### src/rtl/rvv_pkg.sv
// Shared RVV definitions for the vector configuration unit.
// Holds the vtype encoding (vtype_t with its vew_e / vlmul_e fields), the
// vcfg FSM state enum, the illegal-vtype constant and a VLMAX helper.
package rvv_pkg;

    typedef enum logic [2:0] {
        EW8    = 3'd0,
        EW16   = 3'd1,
        EW32   = 3'd2,
        EW64   = 3'd3,
        EW128  = 3'd4,
        EW256  = 3'd5,
        EW512  = 3'd6,
        EW1024 = 3'd7
    } vew_e;

    typedef enum logic [2:0] {
        LMUL_1    = 3'd0,
        LMUL_2    = 3'd1,
        LMUL_4    = 3'd2,
        LMUL_8    = 3'd3,
        LMUL_RSVD = 3'd4,
        LMUL_1_8  = 3'd5,
        LMUL_1_4  = 3'd6,
        LMUL_1_2  = 3'd7
    } vlmul_e;

    // Bit order matches the architectural vtype low byte with vill on top.
    typedef struct packed {
        logic   vill;
        logic   vma;
        logic   vta;
        vew_e   vsew;
        vlmul_e vlmul;
    } vtype_t;

    typedef enum logic [1:0] {
        IDLE   = 2'd0,
        DRAIN  = 2'd1,
        UPDATE = 2'd2,
        RESP   = 2'd3
    } vcfg_state_e;

    localparam vtype_t VTYPE_ILLEGAL = '{vill: 1'b1, vma: 1'b0, vta: 1'b0,
                                         vsew: EW8, vlmul: LMUL_1};

    // VLMAX = (VLEN / SEW) * LMUL; SEW = 8 << vsew, so VLEN / SEW is a shift.
    function automatic int unsigned vlmax(input int unsigned vlen,
                                          input vew_e vsew,
                                          input vlmul_e vlmul);
        int unsigned base;
        base = vlen >> (32'd3 + 32'(vsew));
        case (vlmul)
            LMUL_1:   return base;
            LMUL_2:   return base << 1;
            LMUL_4:   return base << 2;
            LMUL_8:   return base << 3;
            LMUL_1_2: return base >> 1;
            LMUL_1_4: return base >> 2;
            LMUL_1_8: return base >> 3;
            default:  return 32'd0;
        endcase
    endfunction

endpackage

### src/rtl/vcfg_outstanding_cnt.sv
// Counts vector instructions in flight.
// Ports: clk_i/rst_i (sync active-high), inc_i (accepted issue), dec_i
// (retire), cnt_o (current count), full_o (count reached MaxOutstanding).
module vcfg_outstanding_cnt #(
    parameter  int unsigned MaxOutstanding = 8,
    localparam int unsigned CntW           = $clog2(MaxOutstanding + 1)
) (
    input  logic            clk_i,
    input  logic            rst_i,
    input  logic            inc_i,
    input  logic            dec_i,
    output logic [CntW-1:0] cnt_o,
    output logic            full_o
);

    always_ff @(posedge clk_i) begin
        if (rst_i) begin
            cnt_o <= '0;
        end else if (inc_i && !dec_i) begin
            cnt_o <= cnt_o + CntW'(1);
        end else if (dec_i && !inc_i && (cnt_o != '0)) begin
            // A retire with nothing in flight is dropped rather than wrapping.
            cnt_o <= cnt_o - CntW'(1);
        end
    end

    assign full_o = (cnt_o >= CntW'(MaxOutstanding));

endmodule

### src/rtl/vcfg_unit.sv
// Vector configuration unit: executes vsetvli / vsetivli / vsetvl once all
// in-flight vector instructions have retired, then returns the new vl.
// Ports: clk_i, rst_i (sync active-high); req_* request handshake with the
// instruction and scalar operands; resp_* response carrying the new vl;
// issue_i / retire_i / issue_ready_o in-flight tracking; vl_o, vtype_o,
// vstart_o architectural CSR values.
module vcfg_unit
    import rvv_pkg::*;
#(
    parameter int unsigned VLEN           = 4096,
    parameter int unsigned ELEN           = 64,
    parameter int unsigned MaxOutstanding = 8
) (
    input  logic                     clk_i,
    input  logic                     rst_i,
    input  logic                     req_valid_i,
    output logic                     req_ready_o,
    input  logic [31:0]              req_instr_i,
    input  logic [ELEN-1:0]          req_rs1_i,
    input  logic [ELEN-1:0]          req_rs2_i,
    output logic                     resp_valid_o,
    input  logic                     resp_ready_i,
    output logic [ELEN-1:0]          resp_rd_o,
    input  logic                     issue_i,
    input  logic                     retire_i,
    output logic                     issue_ready_o,
    output logic [$clog2(VLEN):0]    vl_o,
    output vtype_t                   vtype_o,
    output logic [$clog2(VLEN)-1:0]  vstart_o
);

    localparam int unsigned VlW  = $clog2(VLEN) + 1;
    localparam int unsigned CntW = $clog2(MaxOutstanding + 1);

    vcfg_state_e     state_q;
    logic [31:0]     instr_q;
    logic [ELEN-1:0] rs1_q;
    logic [ELEN-1:0] rs2_q;

    logic [CntW-1:0] cnt;
    logic            cnt_full;

    logic [7:0]      vt_bits;
    logic            enc_ok;
    logic            hi_bits_set;
    logic            is_ivli;
    vew_e            vsew;
    vlmul_e          vlmul;
    int unsigned     sew_bits;
    logic            frac_ill;
    logic            ill;
    logic [ELEN-1:0] vlmax_e;
    logic [ELEN-1:0] avl;
    logic [VlW-1:0]  new_vl;
    vtype_t          new_vtype;

    assign req_ready_o   = (state_q == IDLE);
    assign issue_ready_o = !cnt_full && ((state_q == IDLE) || (state_q == RESP));

    vcfg_outstanding_cnt #(
        .MaxOutstanding (MaxOutstanding)
    ) u_cnt (
        .clk_i  (clk_i),
        .rst_i  (rst_i),
        .inc_i  (issue_i && issue_ready_o),
        .dec_i  (retire_i),
        .cnt_o  (cnt),
        .full_o (cnt_full)
    );

    // Decode of the latched request into the candidate vtype and vl.
    always_comb begin
        vt_bits     = '0;
        hi_bits_set = 1'b0;
        enc_ok      = (instr_q[6:0] == 7'h57) && (instr_q[14:12] == 3'b111);
        is_ivli     = (instr_q[31:30] == 2'b11);
        if (!instr_q[31]) begin
            vt_bits = instr_q[27:20];
        end else if (is_ivli) begin
            vt_bits = instr_q[27:20];
        end else if (instr_q[31:25] == 7'b1000000) begin
            vt_bits     = rs2_q[7:0];
            hi_bits_set = |rs2_q[ELEN-1:8];
        end else begin
            enc_ok = 1'b0;
        end

        vsew     = vew_e'(vt_bits[5:3]);
        vlmul    = vlmul_e'(vt_bits[2:0]);
        sew_bits = 32'd8 << vt_bits[5:3];

        case (vlmul)
            LMUL_1_2: frac_ill = (sew_bits > ELEN / 2);
            LMUL_1_4: frac_ill = (sew_bits > ELEN / 4);
            LMUL_1_8: frac_ill = (sew_bits > ELEN / 8);
            default:  frac_ill = 1'b0;
        endcase

        ill = !enc_ok || hi_bits_set || (vlmul == LMUL_RSVD) ||
              (sew_bits > ELEN) || frac_ill;

        vlmax_e = ELEN'(vlmax(VLEN, vsew, vlmul));

        if (is_ivli) begin
            avl = ELEN'(instr_q[19:15]);
        end else if (instr_q[19:15] != 5'd0) begin
            avl = rs1_q;
        end else if (instr_q[11:7] != 5'd0) begin
            avl = vlmax_e;
        end else begin
            // rs1=x0, rd=x0: keep the current vl, clamped below.
            avl = ELEN'(vl_o);
        end

        // Full-width compare so a huge AVL cannot alias to a small vl.
        if (ill) begin
            new_vl    = '0;
            new_vtype = VTYPE_ILLEGAL;
        end else begin
            new_vl    = (avl < vlmax_e) ? avl[VlW-1:0] : vlmax_e[VlW-1:0];
            new_vtype = vtype_t'({1'b0, vt_bits});
        end
    end

    always_ff @(posedge clk_i) begin
        if (rst_i) begin
            state_q      <= IDLE;
            vl_o         <= '0;
            vtype_o      <= VTYPE_ILLEGAL;
            vstart_o     <= '0;
            resp_valid_o <= 1'b0;
            resp_rd_o    <= '0;
        end else begin
            case (state_q)
                IDLE: begin
                    if (req_valid_i) begin
                        instr_q <= req_instr_i;
                        rs1_q   <= req_rs1_i;
                        rs2_q   <= req_rs2_i;
                        state_q <= DRAIN;
                    end
                end
                DRAIN: begin
                    if (cnt == '0) begin
                        state_q <= UPDATE;
                    end
                end
                UPDATE: begin
                    vl_o         <= new_vl;
                    vtype_o      <= new_vtype;
                    vstart_o     <= '0;
                    resp_valid_o <= 1'b1;
                    resp_rd_o    <= ELEN'(new_vl);
                    state_q      <= RESP;
                end
                default: begin
                    if (resp_ready_i) begin
                        resp_valid_o <= 1'b0;
                        state_q      <= IDLE;
                    end
                end
            endcase
        end
    end

endmodule

### config.mk
export PLATFORM = sky130hd
export DESIGN_NAME = vcfg_unit
export DESIGN_NICKNAME = d
export VERILOG_FILES = /design/src/rtl/rvv_pkg.sv /design/src/rtl/vcfg_outstanding_cnt.sv /design/src/rtl/vcfg_unit.sv
export SDC_FILE = /design/constraint.sdc
export NUM_CORES = 1
export LEC_CHECK = 0
export ABC_AREA = 0
export BUFFER_PORTS_ARGS = -buffer_cell sky130_fd_sc_hd__clkbuf_2
export CAP_MARGIN = 20
export CORE_AREA = 2 2 103 155
export DETAILED_ROUTE_END_ITERATION = 7
export DIE_AREA = 0 0 105 157
export PLACE_DENSITY = 0.86
export SYNTH_ARGS = -nofsm -noshare
export SYNTH_HDL_FRONTEND = slang
export SYNTH_HIERARCHICAL = 1
export SYNTH_SLANG_ARGS = --single-unit
### constraint.sdc
create_clock -name clk_i -period 18.2 [get_ports clk_i]
set_clock_uncertainty 0.05 [all_clocks]
set_input_delay 1.82 -clock clk_i [delete_from_list [all_inputs] [get_ports clk_i]]
set_output_delay 1.82 -clock clk_i [all_outputs]
set_load 0.02 [all_outputs]
==> metrics.txt, run 1 <==
# resized after CTS=0; most frequent cell after synthesis=edfxtp_1; share of layout cells above drive strength 1=30.50%; vias in the first global route=5471; top area cells in the synthesized netlist=edfxtp_1, buf_4, dfxtp_1; area of the core=15000 sq um; Rel. slew slack=27.22%; Tcrit/Tclk final=26.49%; Post-synth ARST share=0%; worst-case clock buffer depth=2; largest net degree at the start of global routing=83; worst hold path type=reg2reg; clk root buf=clkbuf_16; Skew-Pair Late Insertion Delay=0.43 ns; Vias=5604; final hold vios=0; initial antenna violation count=0; PortBufs=203; Synth Cell Area=8200 sq um; Sink Count=189; Post-Syn Area per Cell=13.31 sq um; # rows=55; Synth cell types=65; hold path cells=2; Util after Layout=64.70%; Seq/Total Area, Yosys=65.67%; Cell Pwr Density=116.1 nW/um^2; Placer Congestion=0.9530; DIE AREA=16490 sq um; achievable frequency=0.2074 GHz; most instantiated cells after synthesis=edfxtp_1, buf_4, nor2_1; initial core utilization=54.66%; top-area cell type share of the netlist area=58.59%; status=complete, no violations; leakage power=0.003771 uW; setup_tns=0 ns; first-pass GRT wire length=26800 um; ANT cells=0; Post-DRT Antenna Nets=0; VDD IR max=77.77 uV; reg2reg path depth=12; Critical Path RT=18.46 ns; Die Y=157 um; I/O pin total=267; max_cap viols=0; CP max FO=20; WP data arrival=5.08 ns; DR vias/cell=5.483; Startpoint Class=register; Setup Fix Bufs, Post-CTS=0; Final HPWL DP=13210 um; EDFF count, synth=160; cell count after synthesis=616; CP Capture Type=register; top cell type by total area after synthesis=edfxtp_1; DRT iter0 DRCs=378; Cell Count, Final, Fillers Out=1022; CTS clk-pin slew, worst paths=0.07 ns; RSZ-0062 raised after global routing=no; DRT Pass-1 Iters=5; CTS tree=done; H-tree levels=4; Post-Route WL=17640 um; Max Slew Vio Count=0; YS warnings=6; die width=105 um; hold buffer count at cts=0; Post-route DRC=0; Tightest Pin Transition=1.089 ns; nets@finish=995; crit path time final=4.821 ns; Setup Crit Path Kind=reg2reg; All-Layer GR Usage=21.36%; Top FF cell, synth=edfxtp_1; TritonCTS Buffers=17; grt total ovfl=0; Final Total Pwr=1127 uW; flops & latches, synth=189; final setup fails=0; wire per inst=17.26 um; Placed Cells=989; area grow syn2layout=18.36%
==> cell families (layout without fill, tap and decap cells) <==
family	count (synthesis)	in the layout	share of synthesized area, %
other cells	1	63	0.04573
mux	4	4	0.5492
flops	189	189	65.67
simple gates	180	180	11.73
buf+inv	99	244	8.148
xor+xnor	5	5	0.5340
compound gates	119	119	10.33
fa+ha+maj	19	19	2.991
==> through the flow <==
stage	area, sq um	setup WS, ns	hold WS [ns]
3_3_place_gp	9079	13.55	0.3916
6_report	9706	13.38	0.4048
2_1_floorplan	8433	8.818	0.4554
5_1_grt	9706	13.06	0.4364
3_5_place_dp	9079	13.51	0.3946
4_1_cts	9698	13.48	0.4118
==> power breakdown <==
part / switching, uW / leakage [uW] / internal, uW
sequential: 23.3 / 0.00172 / 533
clock: 177 / 0.000298 / 199
combinational: 125 / 0.00176 / 69.6
==> path summary, 6_finish.rpt <==
path                                     end  slack, ns                    start
setup / recovery  resp_rd_o[11]$_SDFFE_PP0P_      13.38    instr_q[30]$_DFFE_PP_
hold / removal       vtype_o[2]$_SDFFE_PP0P_       0.40  vtype_o[2]$_SDFFE_PP0P_
setup reg to reg  resp_rd_o[11]$_SDFFE_PP0P_      13.38    instr_q[30]$_DFFE_PP_
hold reg to reg      vtype_o[2]$_SDFFE_PP0P_       0.40  vtype_o[2]$_SDFFE_PP0P_
==> flip-flops by register name, indices dropped and copies added (netlist names) <==
signal        flops
vtype_o           9
instr_q          32
resp_rd_o        13
u_cnt/cnt_o       4
rs1_q            64
resp_valid_o      1
state_q           2
rs2_q            64
==> critical path: stages, from the launching register on <==
cell and delay (ns):
edfxtp_1 0.50, nand2b_1 0.42, a22oi_1 0.67, nand2_1 0.22, nor3_1 0.42, nand2_1 0.17
ha_1 0.28, nor4_1 0.36, nand4_1 0.15, nor4_1 0.47, o221a_2 0.55, nor3_1 0.11
a311o_1 0.34
==> routing by layer <==
metal	global-route usage [%]	vias up	routed length, um
li1	-	2624	-
met1	23.03	2631	6217
met2	37.97	294	9292
met3	5.549	55	1288
met4	12.06	0	843
met5	0	-	0
==> area by class of cell <==
class,count,area (sq um)
fillers,1109,5296
clock inverters,15,193.9
repair buffers,207,1046
well taps,199,249.0
inverters,5,18.77
clock buffers,17,425.4
multi-input cells,390,2387
flip-flops and latches,189,5385
==> layout by cell type, fill, tap and decap left out, types with 5 or more instances in the layout <==
cell type	Yosys	final
edfxtp_1	160	160
nand2b_1	5	5
a21oi_1	21	21
nor3_1	14	14
inv_1	5	5
nand3_1	15	15
nor4b_1	5	5
a22o_1	6	6
conb_1	1	63
nor2_1	37	36
xnor2_1	5	5
nor4_1	28	28
clkbuf_16	0	17
and2_1	9	9
o31ai_1	5	5
nand2_1	36	36
nor2b_1	5	5
clkbuf_2	0	203
a21o_1	5	5
nand4_1	10	10
ha_1	18	18
dfxtp_1	29	29
a22oi_1	9	9
o21ai_0	26	26
Note: power is estimated with default switching activity, not from simulation.
==> run 2, diff against run 1 <==
CORE_AREA = 2 2 107 161   (was 2 2 103 155)
DIE_AREA = 0 0 109 163   (was 0 0 105 157)
PLACE_DENSITY = 0.8   (was 0.86)
clock period = 4.8 ns   (was 18.2 ns; I/O delays follow)
==> run 2 against run 1 <==
Via count decreased by 0.57%. Setup slack got worse by 13 ns. Cell count increased by 1.8%. Non-clock buffer count increased by 6. Global-route usage decreased by 1.1 points. Clock power increased to 3.9 times the previous value. Hold slack got worse by 0.24 ns. Clock-buffer cell count unchanged. Sequential power increased to 3.8 times the previous value. Sequential share of layout area decreased by 0.64 points. Core utilization decreased by 5.1 points. First-iteration DRC count decreased by 19%.
==> metrics.txt, run 2 (synthesized netlist as in run 1, its figures left out) <==
final setup fails=0 (unchanged); RSZ-0062 raised after global routing=no; clock power share=34.0% (+0.6 points); vias in the first global route=5598 (+2.3%); Final HPWL DP=13050 um (-1.2%); post-route setup slack=0.2592 ns (-13.12 ns); Regs by FF count=rs1_q: 64 flops, rs2_q: 64 flops, instr_q: 32 flops; P_sw=1238 uW (+280%); area grow syn2layout=19.73%; hold buffer count at cts=0 (unchanged); initial core utilization=49.78% (-4.9 points); grt total ovfl=0 (unchanged); Hold WS=0.1697 ns (-0.2351 ns); initial antenna violation count=1 (+1); area of the core=16470 sq um (+9.8%); DR vias/cell=5.358 (-2.3%); post-route cell area=9818 sq um (+1.2%); Slowest-stage cell, CP=a22oi_1; Tcrit/Tclk final=94.60% (+68 points); placed inst area=9158 sq um (+0.87%); DRT Pass-1 Iters=4 (-1); Sw Share=28.50% (-0.31 points); Sequential Power Share=48.6% (-0.8 points); worst hold path type=in2reg; die width=109 um (+3.8%); CP Capture Type=register; CTS tree=done; crit-path max cell delay=0.69 ns (+0.02 ns); Rel. slew slack=42.44% (+15 points); nets@finish=1001 (+0.60%); max_cap viols=0 (unchanged); leading cell type in the layout, fill and taps excluded=clkbuf_2; Critical Path RT=5.07 ns (-13.39 ns); worst-case clock buffer depth=2 (unchanged); status=complete, no violations; VDD IR max=312.4 uV (+300%); first-pass GRT wire length=27010 um (+0.77%); crit path buf inv count=0 (unchanged); I/O pin total=267 (unchanged); combinational power share=17.5% (+0.3 points); Post-DRT Antenna Nets=0 (unchanged); worst slack, placed=0.3070 ns (-13.20 ns); Post-route DRC=0 (unchanged); Post-Route WL=17780 um (+0.80%); crit-path cells=nand2b_1 -> a22oi_1 -> nand4_1 -> and2_1 -> o211ai_1 -> o21ai_0 -> a21oi_1 -> ha_1 -> a21oi_1 -> o21ai_0 -> o221ai_1 -> o221a_4 -> and2_1 -> a221o_1; WP data arrival=4.81 ns (-0.27 ns); # rows=58 (+5.5%); All-Layer GR Usage=20.26% (-1.1 points); Setup Crit Path Kind=reg2reg; Vias=5572 (-0.57%); most frequent cells in the layout=clkbuf_2, edfxtp_1, conb_1, nand2_1, nor2_1; largest net degree at the start of global routing=161 (+94%); Sink Count=189 (unchanged); DRT iter0 DRCs=305 (-19%); Startpoint Class=register; TritonCTS Buffers=17 (unchanged); setup_tns=0 ns (unchanged); clk root buf=clkbuf_16; crit path time final=4.541 ns (-0.2807 ns); CTS clk-pin slew, worst paths=0.08 ns (about the same); wire per inst=17.10 um (-0.95%); leakage power=0.003819 uW (+1.3%); CP max FO=20 (unchanged); Int Power=3105 uW (+290%); DIE AREA=17770 sq um (+7.8%); share of layout cells above drive strength 1=31.36% (+0.86 points); Max Slew Vio Count=0 (unchanged); H-tree levels=4 (unchanged); Placer Congestion=0.9255 (-2.9%); Tightest Pin Transition=0.8634 ns (-0.2260 ns); Die Y=163 um (+3.8%); final hold vios=0 (unchanged); Cell Pwr Density=442.3 nW/um^2 (+280%); CP top delay family=compound AO/OA/AOI/OAI gates; Skew-Pair Late Insertion Delay=0.43 ns (about the same); achievable frequency=0.2202 GHz (+6.2%); Setup Fix Bufs, Post-CTS=0 (unchanged); PortBufs=203 (unchanged)
==> run 2: final timing paths <==
check / from / endpoint / slack, ns / cells past startpoint
max: instr_q[30]$_DFFE_PP_ / resp_rd_o[8]$_SDFFE_PP0P_ / 0.26 / 14
max reg2reg: instr_q[30]$_DFFE_PP_ / resp_rd_o[8]$_SDFFE_PP0P_ / 0.26 / 14
min: req_rs1_i[25] / rs1_q[25]$_DFFE_PP_ / 0.17 / 1
min reg2reg: vtype_o[2]$_SDFFE_PP0P_ / vtype_o[2]$_SDFFE_PP0P_ / 0.41 / 2
==> run 2: worst reg2reg max path, stage by stage, from the launching register on <==
cell,delay (ns)
edfxtp_1,0.47
nand2b_1,0.42
a22oi_1,0.69
nand4_1,0.30
and2_1,0.30
o211ai_1,0.25
o21ai_0,0.12
a21oi_1,0.17
ha_1,0.17
a21oi_1,0.06
o21ai_0,0.37
o221ai_1,0.21
o221a_4,0.42
and2_1,0.17
a221o_1,0.28
==> run 2: power groups by stage <==
stage	sequential, uW	combinational (uW)	clock (uW)
global placement	2140	729	0
floorplan	2130	572	0
global route	2130	839	1560
CTS	2110	752	1500
detailed placement	2140	747	0
finish	2110	758	1480
==> run 2: cell type report <==
class / instances / area (sq um)
Fill cell: 1359 / 6655
Sequential cell: 189 / 5385
Clock buffer: 17 / 425.4
Tap cell: 210 / 262.8
Timing Repair Buffer: 213 / 1104
Multi-Input combinational cell: 390 / 2409
Antenna cell: 1 / 2.502
Clock inverter: 15 / 211.5
Inverter: 5 / 18.77
==> run 2: stage by stage <==
stage                     total power (uW)  util (%)  cells
after CTS                             4361     59.46   1039
after floorplan                       2701         -    678
final                                 4343     59.60   1040
after global routing                  4530     59.60   1040
after detailed placement              2891     55.59   1007
after global placement                2864     55.59   1007
==> run 2: what timing repair did <==
action	in CTS	in global routing
gates resized for setup	0	4
setup endpoints to repair	0	7
endpoints found under the hold margin	0	0
==> run 2: layer usage <==
metal  GRT usage, %  routed length (um)  vias to the layer above
li1               -                   -                     2639
met1          20.61                6127                     2582
met2          36.14                9482                      300
met3          5.602                1356                       51
met4          12.06                 816                        0
met5              0                   0                        -
==> run 3, diff against run 2 <==
ABC_AREA = 1   (was 0)
CORE_AREA = 2 2 121 146   (was 2 2 107 161)
DIE_AREA = 0 0 123 148   (was 0 0 109 163)
PLACE_DENSITY = 0.81   (was 0.8)
SLEW_MARGIN = 5   (was default)
==> run 3 against run 2 <==
Synthesized cell count is 21% higher. Sequential share of layout area is 1.7 points lower. Setup slack improved by 0.52 ns.
==> metrics.txt, run 3 <==
status=complete, no violations; ANT cells=0 (-1); vias in the first global route=5809 (+3.8%); DR vias/cell=5.018 (-6.3%); Tightest Pin Transition=0.7952 ns (-0.06826 ns); Seq/Total Area, Yosys=62.70% (-3.0 points); Routed met2 length=9237 um (-2.6%); Vias=5886 (+5.6%); combinational power share=17.5% (about the same); H-tree levels=4 (unchanged); crit-path cells=nor2_1 -> nand2_1 -> nor2_4 -> nand2_2 -> nand2_4 -> inv_2 -> nand3_1 -> nor2_1 -> nor3_2 -> nand2_1 -> a31oi_1 -> inv_1 -> ha_1 -> a21oi_1 -> o21a_1 -> nor2_1 -> nor3_4 -> nand2_4 -> nand2_1 -> nand3_1 -> nand2_1; RR Endpoint=resp_rd_o[5]$_SDFFE_PP0P_; Slowest-stage cell, CP=nor3_4; final setup fails=0 (unchanged); RSZ-0062 raised after global routing=no; Rel. slew slack=46.99% (+4.6 points); worst slack, placed=0.8474 ns (+0.5404 ns); clk root buf=clkbuf_16; top-area cell type share of the netlist area=55.94% (-2.6 points); flops & latches, synth=189 (unchanged); DRT Pass-1 Iters=5 (+1); Top FF cell, synth=edfxtp_1; achievable frequency=0.2486 GHz (+13%); Synth cell types=54 (-17%); Crit path top cell by count=nand2_1; hold buffer count at cts=0 (unchanged); CP Capture Type=register; Int Power=3042 uW (-2.0%); leakage power=0.004317 uW (+13%); Post-DRT Antenna Nets=0 (unchanged); Critical Path RT=5.13 ns (+0.06 ns); Sw Share=28.51% (about the same); leading cell type in the layout, fill and taps excluded=clkbuf_2; top cell type by total area after synthesis=edfxtp_1; wire per inst=15.08 um (-12%); clock power share=34.0% (about the same); worst hold path type=in2reg; top sig layer=met4; Post-Route WL=17690 um (-0.50%); EDFF count, synth=160 (unchanged); Sequential Power Share=48.5% (about the same); Hold WS=0.1654 ns (-0.004371 ns); FILL cells=1344 (-1.1%); cell count after synthesis=744 (+21%); register area=5385 sq um (unchanged); final hold vios=0 (unchanged); P_sw=1213 uW (-2.0%); Post-synth ARST share=0% (unchanged); WP data arrival=4.35 ns (-0.46 ns); Post-Syn Area per Cell=11.54 sq um (-13%); Cell Count, Final, Fillers Out=1173 (+13%); most frequent cell after synthesis=edfxtp_1; routed wl met3=1439 um (+6.1%); top area cells in the synthesized netlist=edfxtp_1, dfxtp_1, buf_4; DRT iter0 DRCs=311 (+2.0%); crit-path max cell delay=0.53 ns (-0.16 ns); worst-case clock buffer depth=2 (unchanged); max_cap viols=0 (unchanged); share of layout cells above drive strength 1=31.77% (+0.40 points); Cell Pwr Density=420.1 nW/um^2 (-5.0%); post-route setup slack=0.7773 ns (+0.5182 ns); Post-route DRC=0 (unchanged); area grow syn2layout=17.96%; All-Layer GR Usage=20.07% (-0.20 points); most frequent cells in the layout=clkbuf_2, edfxtp_1, nand2_1, nor2_1, conb_1; Final HPWL DP=13250 um (+1.5%); Synth Cell Area=8588 sq um (+4.7%); PortBufs=203 (unchanged); grt total ovfl=0 (unchanged); first-pass GRT wire length=27620 um (+2.3%); YS warnings=6 (unchanged); I/O pin total=267 (unchanged); Die Y=148 um (-9.2%); area of the core=16790 sq um (+1.9%); Placer Congestion=0.8856 (-4.3%); Sink Count=189 (unchanged); # resized after CTS=0 (unchanged); crit path time final=4.023 ns (-0.5182 ns); largest net degree at the start of global routing=161 (unchanged); M1 WL=6446 um (+5.2%); CTS clk-pin slew, worst paths=0.08 ns (about the same); Setup Fix Bufs, Post-CTS=0 (unchanged); DIE AREA=18200 sq um (+2.5%); FF-to-FF setup slack=0.78 ns (+0.52 ns); reg2reg path depth=21 (+7); Max Slew Vio Count=0 (unchanged); Skew-Pair Late Insertion Delay=0.43 ns (about the same); Placed Cells=1141 (+13%); Setup Crit Path Kind=reg2reg; CP max FO=14 (-30%); CP startpoint=instr_q[30]$_DFFE_PP_; Critical Path Sink=resp_rd_o[5]$_SDFFE_PP0P_; Worst R2R Start=instr_q[30]$_DFFE_PP_; VDD IR max=404.2 uV (+29%); TritonCTS Buffers=17 (unchanged); CTS tree=done; area of the multi-input gates=2554 sq um (+6.0%); Startpoint Class=register; nets@finish=1129 (+13%); die width=123 um (+13%); initial antenna violation count=0 (-1); hold path cells=1 (unchanged); initial core utilization=51.16% (+1.4 points); # rows=52 (-10%); Regs by FF count=rs1_q: 64 flops, rs2_q: 64 flops, instr_q: 32 flops; Tcrit/Tclk final=83.81% (-11 points); most instantiated cells after synthesis=edfxtp_1, nand2_1, buf_4
run 3: routing by layer:
layer	vias to the layer above	GRT usage, %
met5	-	0
met4	0	9.773
met3	41	5.980
met2	282	34.89
met1	2689	22.15
li1	2874	-
run 3: power by group through the flow:
| stage | sequential [uW] | combinational, uW | clock, uW |
|---|---|---|---|
| after floorplan | 2100 | 588 | 0 |
| after global placement | 2090 | 725 | 0 |
| after detailed placement | 2100 | 742 | 0 |
| after CTS | 2060 | 746 | 1460 |
| after global routing | 2080 | 842 | 1520 |
| final | 2060 | 746 | 1450 |
run 3: worst min-delay path by stage:
stage	start	to	slack, ns
after detailed placement	vtype_o[4]$_SDFFE_PP0P_	vtype_o[4]$_SDFFE_PP0P_	0.40
after global routing	req_rs2_i[51]	rs2_q[51]$_DFFE_PP_	0.15
after floorplan	u_cnt/cnt_o[2]$_SDFFE_PP0P_	u_cnt/cnt_o[2]$_SDFFE_PP0P_	0.44
after global placement	vtype_o[6]$_SDFFE_PP0P_	vtype_o[6]$_SDFFE_PP0P_	0.39
final	req_rs1_i[6]	rs1_q[6]$_DFFE_PP_	0.17
after CTS	req_rs2_i[26]	rs2_q[26]$_DFFE_PP_	0.15
run 3: layout make-up:
type	instances	share of cell area, %
Timing Repair Buffer	206	10.37
Tap cell	216	2.668
Sequential cell	189	53.16
Clock inverter	15	1.914
Clock buffer	17	4.199
Multi-Input combinational cell	463	25.21
Inverter	67	2.482
run 3: worst max-delay path: cells and delay by family, from the launching register on:
kind / cells / cell delay (ns)
and+or+nand+nor: 15 / 2.65
AOI/OAI and AO/OA: 3 / 0.48
DFF: 1 / 0.43
adders and majority gates: 1 / 0.19
buffers and inverters: 2 / 0.17
run 3: logic make-up after synthesis:
group | after synthesis | synth area share (%)
simple gates | 302 | 17.74
flops | 189 | 62.70
buf+inv | 154 | 10.55
compound gates | 78 | 6.003
fa+ha+maj | 19 | 2.856
xor+xnor | 1 | 0.1020
other cells | 1 | 0.04366
run 3: per-stage QoR:
step / power, uW / area, sq um / utilization (%) / TNS, ns
6_report: 4256 / 10130 / 60.35 / 0
3_5_place_dp: 2841 / 9512 / 56.66 / 0
3_3_place_gp: 2819 / 9512 / 56.66 / 0
5_1_grt: 4440 / 10130 / 60.35 / 0
2_1_floorplan: 2687 / 8866 / - / -22.47
4_1_cts: 4275 / 10130 / 60.35 / 0
